<file path="config.mk">
export PLATFORM = sky130hd
export DESIGN_NAME = ram_burst_ctrl
export DESIGN_NICKNAME = d
export VERILOG_FILES = /design/src/rtl/ram_burst_ctrl.sv
export SDC_FILE = /design/constraint.sdc
export NUM_CORES = 1
export LEC_CHECK = 0
export ABC_AREA = 1
export CAP_MARGIN = 40
export CELL_PAD_IN_SITES_DETAIL_PLACEMENT = 1
export CELL_PAD_IN_SITES_GLOBAL_PLACEMENT = 2
export CORE_MARGIN = 8
export CORE_UTILIZATION = 25
export CTS_CLUSTER_SIZE = 16
export DETAILED_ROUTE_END_ITERATION = 8
export GPL_TIMING_DRIVEN = 0
export PLACE_DENSITY = 0.93
export SLEW_MARGIN = 25
export SYNTH_ARGS = -nofsm -noshare
export SYNTH_HDL_FRONTEND = slang
export SYNTH_SLANG_ARGS = --single-unit
</file>
<file path="constraint.sdc">
create_clock -name clk -period 6.9 [get_ports clk]
set_input_delay 1.38 -clock clk [delete_from_list [all_inputs] [get_ports clk]]
set_output_delay 1.38 -clock clk [all_outputs]
set_load 0.03 [all_outputs]
</file>
<file path="src/rtl/ram_burst_ctrl.sv">
`default_nettype none
// ============================================================================
// Module      : ram_burst_ctrl
// Description : Write/read burst sequencer for a single-port registered RAM,
//               with a 2-entry read buffer for full rd_ready backpressure.
// Revision    : 1.0 - initial release
// ============================================================================
module ram_burst_ctrl #(
    parameter int DATA_WIDTH = 32,
    parameter int ADDR_WIDTH = 7,
    parameter int LEN_WIDTH  = 8
) (
    input  logic                  clk,
    input  logic                  rst_n,
    input  logic                  cmd_valid,
    output logic                  cmd_ready,
    input  logic                  cmd_write,
    input  logic [ADDR_WIDTH-1:0] cmd_addr,
    input  logic [LEN_WIDTH-1:0]  cmd_len,
    input  logic                  wr_valid,
    output logic                  wr_ready,
    input  logic [DATA_WIDTH-1:0] wr_data,
    output logic                  rd_valid,
    input  logic                  rd_ready,
    output logic [DATA_WIDTH-1:0] rd_data,
    output logic                  busy,
    output logic                  done,
    output logic                  ram_we,
    output logic [ADDR_WIDTH-1:0] ram_addr,
    output logic [DATA_WIDTH-1:0] ram_d,
    input  logic [DATA_WIDTH-1:0] ram_q
);

    localparam logic [2:0] c_IDLE  = 3'd0;
    localparam logic [2:0] c_WRITE = 3'd1;
    localparam logic [2:0] c_READ  = 3'd2;
    localparam logic [2:0] c_DRAIN = 3'd3;
    localparam logic [2:0] c_DONE  = 3'd4;

    localparam logic [LEN_WIDTH-1:0] c_MAX_LEN = LEN_WIDTH'(2**ADDR_WIDTH);

    logic [2:0]            r_state;
    logic [2:0]            w_next_state;
    logic [ADDR_WIDTH-1:0] r_ptr;
    logic [LEN_WIDTH-1:0]  r_remain;
    logic                  r_outstanding;
    logic [DATA_WIDTH-1:0] r_buf0;
    logic [DATA_WIDTH-1:0] r_buf1;
    logic                  r_wr_idx;
    logic                  r_rd_idx;
    logic [1:0]            r_count;

    logic                  w_beat;
    logic                  w_pop;
    logic                  w_issue;
    logic [2:0]            w_level;
    logic [LEN_WIDTH-1:0]  w_len_clip;

    assign w_len_clip = (cmd_len > c_MAX_LEN) ? c_MAX_LEN : cmd_len;
    assign w_beat     = (r_state == c_WRITE) && wr_valid;
    assign w_pop      = rd_valid && rd_ready;

    // Occupancy after this cycle's pop; counting the pop keeps 1 word/cycle.
    assign w_level = {1'b0, r_count} + {2'b00, r_outstanding} - {2'b00, w_pop};
    assign w_issue = (r_state == c_READ) && (r_remain != '0) && (w_level < 3'd2);

    assign rd_valid = (r_count != 2'd0);
    assign rd_data  = r_rd_idx ? r_buf1 : r_buf0;
    assign busy     = (r_state != c_IDLE);
    assign done     = (r_state == c_DONE);
    assign ram_addr = r_ptr;

    always_comb begin
        w_next_state = r_state;
        cmd_ready    = 1'b0;
        wr_ready     = 1'b0;
        ram_we       = 1'b0;
        ram_d        = '0;
        case (r_state)
            c_IDLE: begin
                cmd_ready = 1'b1;
                if (cmd_valid) begin
                    if (w_len_clip == '0)
                        w_next_state = c_DONE;
                    else
                        w_next_state = cmd_write ? c_WRITE : c_READ;
                end
            end
            c_WRITE: begin
                wr_ready = 1'b1;
                if (w_beat) begin
                    ram_we = 1'b1;
                    ram_d  = wr_data;
                    if (r_remain == LEN_WIDTH'(1))
                        w_next_state = c_DONE;
                end
            end
            c_READ: begin
                if (w_issue && (r_remain == LEN_WIDTH'(1)))
                    w_next_state = c_DRAIN;
            end
            c_DRAIN: begin
                if (!r_outstanding && (r_count == 2'd0))
                    w_next_state = c_DONE;
            end
            c_DONE:  w_next_state = c_IDLE;
            default: w_next_state = c_IDLE;
        endcase
    end

    always_ff @(posedge clk) begin
        if (!rst_n) begin
            r_state       <= c_IDLE;
            r_ptr         <= '0;
            r_remain      <= '0;
            r_outstanding <= 1'b0;
            r_buf0        <= '0;
            r_buf1        <= '0;
            r_wr_idx      <= 1'b0;
            r_rd_idx      <= 1'b0;
            r_count       <= 2'd0;
        end else begin
            r_state       <= w_next_state;
            r_outstanding <= w_issue;
            if ((r_state == c_IDLE) && cmd_valid) begin
                r_ptr    <= cmd_addr;
                r_remain <= w_len_clip;
            end else if (w_beat || w_issue) begin
                r_ptr    <= r_ptr + ADDR_WIDTH'(1);
                r_remain <= r_remain - LEN_WIDTH'(1);
            end
            // RAM output is valid the cycle after the address was issued.
            if (r_outstanding) begin
                if (r_wr_idx)
                    r_buf1 <= ram_q;
                else
                    r_buf0 <= ram_q;
                r_wr_idx <= ~r_wr_idx;
            end
            if (w_pop)
                r_rd_idx <= ~r_rd_idx;
            r_count <= r_count + {1'b0, r_outstanding} - {1'b0, w_pop};
        end
    end

endmodule
`default_nettype wire
</file>
## Yosys cells after proc, flatten, opt, wreduce, memory -nomap -nowiden

Index checks and enable logic that the tools add are counted.

| operators by class | value |
|---|---|
| add/sub/neg operators | 6 |
| magnitude comparators | 2 |
| equality and inequality tests | 10 |
| multiplexer cells | 20 |
| bitwise operators | 2 |
| reductions and logical operators | 19 |

Operators with widths:

| operator | count |
|---|---|
| 32-bit two-way mux | 3 |
| 8-bit two-way mux | 3 |
| 3-bit two-way mux | 6 |
| 7-bit two-way mux | 2 |
| 3-bit one-hot mux with 4 select lines | 1 |
| 8-bit by 1-bit == test with 1-bit output (second input constant) | 1 |
| 8-bit greater-than comparator (second input constant) | 1 |
| 8-bit logical NOT | 1 |
| 8-bit nonzero test | 1 |
| 8-bit by 1-bit subtractor with 8-bit output (second input constant) | 1 |
| 7-bit by 1-bit adder with 7-bit output (second input constant) | 1 |
| 1-bit logical AND | 7 |
| 3-bit by 2-bit == test with 1-bit output (second input constant) | 2 |
| 2-bit != test (second input constant) | 3 |
| 5-bit AND reduction | 1 |
| 1-bit two-way mux | 4 |
| 2-bit by 1-bit != test with 1-bit output (second input constant) | 2 |
| 2-bit AND reduction | 2 |
| 2-bit nonzero test | 2 |
| 2-bit by 1-bit adder with 3-bit output | 1 |
| 3-bit by 1-bit == test with 1-bit output (second input constant) | 1 |
| 3-bit == test (second input constant) | 1 |
| 3-bit logical NOT | 1 |
| 3-bit by 2-bit less-than comparator with 1-bit output (second input constant) | 1 |
| other kinds (9) | 10 |

| storage, ports and cells | value |
|---|---|
| flip-flop bits (word level) | 87 |
| input port bits | 85 |
| output and inout port bits | 77 |
| logic and storage cells | 68 |

## Logic depth before layout (Yosys ltp)

| logic depth | value |
|---|---|
| word-level depth | 8 |
| depth in mapped cells | 17 |
| depth with buffers taken out | 17 |

## Least setup slack after synthesis

No wires, ideal clock.

| path | value |
|---|---|
| path kind | in2out |
| from | in wr_valid |
| to | out ram_d[22] |
| arrival | 2.149 ns |
| required time | 5.520 ns |
| slack | 3.371 ns |
| stages on the path | 3 |
| buffers on the path | 1 |
| cell sequence | nand2_2 > clkbuf_1 > nor2_1 |

| on the way | value |
|---|---|
| cells in the longest elaborated chain, start to end | 3 |

Ends and longest elaborated chain:

| element | line | text |
|---|---|---|
| from (decl) | 20 | `input logic wr_valid,` |
| 1-bit logical AND | 60 | `assign w_beat = (r_state == c_WRITE) && wr_valid;` |
| 32-bit two-way mux | 91 | `if (w_beat) begin` |
| 32-bit two-way mux | 79 | `case (r_state)` |
| to (decl) | 30 | `output logic [DATA_WIDTH-1:0] ram_d,` |

No other way between the ends.

## Worst setup path after layout

| path | value |
|---|---|
| from | in wr_valid |
| to | out ram_d[3] |

Same word-level chain as after synthesis.

==> out/results.tsv <==
stage	metric	value	unit
status	status	finished, final reports clean	
critical_path	required	5.52	ns
route	routed_wl	15.87	mm
clocking	cts_tree	done	
sta	fin_ws	2.284	ns
synth	async_reset_ff_frac	0	
floorplan	die_y	148.6	um
sta	period_share	0.6690	
place	place_congestion	0.8021	
critical_path	crit_end	ram_d[3]	
pwr	vdd_ir_drop_max	0.0001573	V
cells_and_area	layout.cells.non_filler	1075	
route	wl_per_cell	14.76	um
critical_path	reg2regPathDepth	16	
route	drtIter0Drc	156	
sta	hold_viol_final	0	
route	routed_via_density	4.462	
critical_path	critPathCaptureType	output pin	
cells_and_area	nets	936	
clocking	cts_buffer_depth	2	
synth	synth_edf_count	0	
place	io_buffer_count	160	
critical_path	r2r-end	r_remain[3]$_SDFFE_PN0P_	
floorplan	ioPinCount	162	
sta	final_max_slew_viol_count	0	
synth	synth_seq_cells	87	
sta	finalSetupViolations	0	
critical_path	crit_type	primary input to output pin	
sta	maxSlewHeadroom	0.6048	
route	num_vias	4797	
synth	yosys-top-cells-area	dfxtp_1, nor2_1, nand2_1	
global_route	grt.total_usage	0.1442	
pwr	p_per_area	352.4	nW/um2
critical_path	r2r_setup_slack	4.30	ns
critical_path	r2r-start	r_count[1]$_SDFF_PN0_	
sta	whs	0.4836	ns
critical_path	cp_cell_sequence	clkdlybuf4s50_1 -> nand2_2 -> clkbuf_1 -> nor2_1 -> clkdlybuf4s50_1	
min_path	holdPathStages	2	
clocking	path_clk_slew	0.06	ns
cells_and_area	mostFrequentLayoutCell	nor2_1	
place	dpl_worst_slack	2.203	ns
floorplan	start_util	0.2549	
synth	syn_inst	673	
run	drv_cap	0	
clocking	cts_buffers	9	
place	placed_cells	1058	
floorplan	coreArea	17240	um2
floorplan	die_area	22070	um2
cells_and_area	drive_gt1_frac	0.05183	
sta	timing.fmax	216.6	MHz
synth	netlist_area	4393	um2
clocking	numClockSinks	87	
clocking	cts_resized	0	
critical_path	crit_arrival	3.24	ns
cells_and_area	mostFrequentLayoutCells	nor2_1, clkdlybuf4s50_1, nand2_1	
critical_path	critical-path-top-delay-family	buffers and inverters	
route	antenna_left	0	
route	drc_errors	0	
clocking	cts_setup_buffers	0	
global_route	antenna_found_initial	0	
clocking	cts_root_buf	clkbuf_16	
critical_path	critPathLaunchType	primary input	
synth	ys_types	39	
synth	synth_warnings	0	
critical_path	startpoint	wr_valid	
synth	synth_flop_cell	dfxtp_1	
critical_path	crit_buf_inv	3	
synth	ys_seq_area_frac	0.3965	
global_route	grt_pass1_vias	4935	
floorplan	die_w	148.6	um
sta	period_needed	4.616	ns
synth	netlist.area_leader.share	0.3965	
clocking	ctsHoldBuffers	0	
floorplan	fp-row-count	48	
route	dr.pass1.iters	5	
sta	clock_skew	0.01209	ns
clocking	htree_levels	3	
critical_path	critPathMostFrequentCell	clkdlybuf4s50_1	
critical_path	crit_path_max_incr_delay	0.70	ns
critical_path	crit_cells	5	
synth	avgSynthCellArea	6.527	um2
min_path	hp-class	flip-flop to flip-flop	
global_route	grt_max_degree	16	
critical_path	critPathMaxFanout	10	
synth	syn-num-nets	765	
critical_path	cpMaxStageDelayCell	clkdlybuf4s50_1	
cells_and_area	fillers	2193	
global_route	overflow	0	
cells_and_area	area_growth	50.44	%
clocking	clock_latency	0.35	ns
synth	synth_area_leader_cell	dfxtp_1	
global_route	grt_pass1_wl	25.52	mm
sta	worst_pin_slew	0.5929	ns
sta	tns	0	ns
place	hpwlAfterDp	12.36	mm
pwr	p_leak	2.850	nW
sta	grt_setup_unrepaired	false	
-- sequential cells by signal (all words and copies together) (netlist names) --
register and count:
r_outstanding 1, r_count 2, r_rd_idx 1, r_buf1 32
r_remain 8, r_buf0 32, ram_addr 7, r_state 3
r_wr_idx 1
-- logic make-up after synthesis --
logic type	count (synthesis)	share of synthesized area
fa+ha+maj	7	0.02165
compound gates	108	0.1330
xor+xnor	9	0.01794
simple gates	364	0.3384
flops	87	0.3965
buf+inv	98	0.09257
-- Yosys cell counts, drive strengths merged (3+ instances only) --
master,instances
nand3,18
buf,6
nor3,6
ha,6
clkbuf,27
xor2,5
xnor2,4
a21oi,17
nand4,3
nand2,145
inv,64
nor2,190
dfxtp,87
o21ai,84
a21boi,4
-- per-stage QoR --
step	utilization	area, um2	power, mW
3_3_place_gp	0.3641	6276	1.803
5_1_grt	0.3833	6606	2.497
2_1_floorplan	-	4393	1.394
6_report	0.3834	6609	2.329
4_1_cts	0.3833	6606	2.368
3_5_place_dp	0.3641	6276	1.815
-- how the worst min path moves through the flow --
stage                                       start                       to  slack [ns]
after floorplan            r_buf1[2]$_SDFFE_PN0P_   r_buf1[2]$_SDFFE_PN0P_        0.45
after global placement    r_buf1[25]$_SDFFE_PN0P_  r_buf1[25]$_SDFFE_PN0P_        0.46
after detailed placement  r_buf1[18]$_SDFFE_PN0P_  r_buf1[18]$_SDFFE_PN0P_        0.47
after CTS                 r_buf1[21]$_SDFFE_PN0P_  r_buf1[21]$_SDFFE_PN0P_        0.49
after global routing      r_buf1[27]$_SDFFE_PN0P_  r_buf1[27]$_SDFFE_PN0P_        0.50
final                     r_buf1[21]$_SDFFE_PN0P_  r_buf1[21]$_SDFFE_PN0P_        0.48
-- tightest hold or removal path, cell delays in order (launching register included) --
cell and delay [ns]:
dfxtp_1 0.33, nor2_1 0.05, nor2_1 0.08
-- layout make-up --
| type | instances | area (um2) | area share |
|---|---|---|---|
| Multi-Input combinational cell | 488 | 2245 | 0.3396 |
| Tap cell | 225 | 281.5 | 0.04260 |
| Inverter | 65 | 259.0 | 0.03919 |
| Sequential cell | 87 | 1742 | 0.2635 |
| Clock buffer | 10 | 239.0 | 0.03616 |
| Clock inverter | 6 | 91.34 | 0.01382 |
| Antenna cell | 1 | 2.502 | 0.0003786 |
| Buffer | 33 | 147.6 | 0.02234 |
| Timing Repair Buffer | 160 | 1602 | 0.2423 |
-- metal layers --
| layer | global-route usage | wire length (um) | vias up |
|---|---|---|---|
| met3 | 0.03981 | 1111 | 15 |
| met4 | 0.04640 | 210 | 0 |
| met1 | 0.1741 | 7339 | 2199 |
| met5 | 0 | 0 | - |
| met2 | 0.2423 | 7204 | 149 |
| li1 | - | - | 2434 |
-- where the power goes --
| group | leakage (nW) | switching (mW) | total, mW | internal, mW |
|---|---|---|---|---|
| combinational | 1.98 | 0.687 | 1.11 | 0.426 |
| sequential | 0.705 | 0.0748 | 0.672 | 0.597 |
| clock | 0.163 | 0.215 | 0.544 | 0.329 |
No activity file was read; power rests on OpenSTA's default activity.
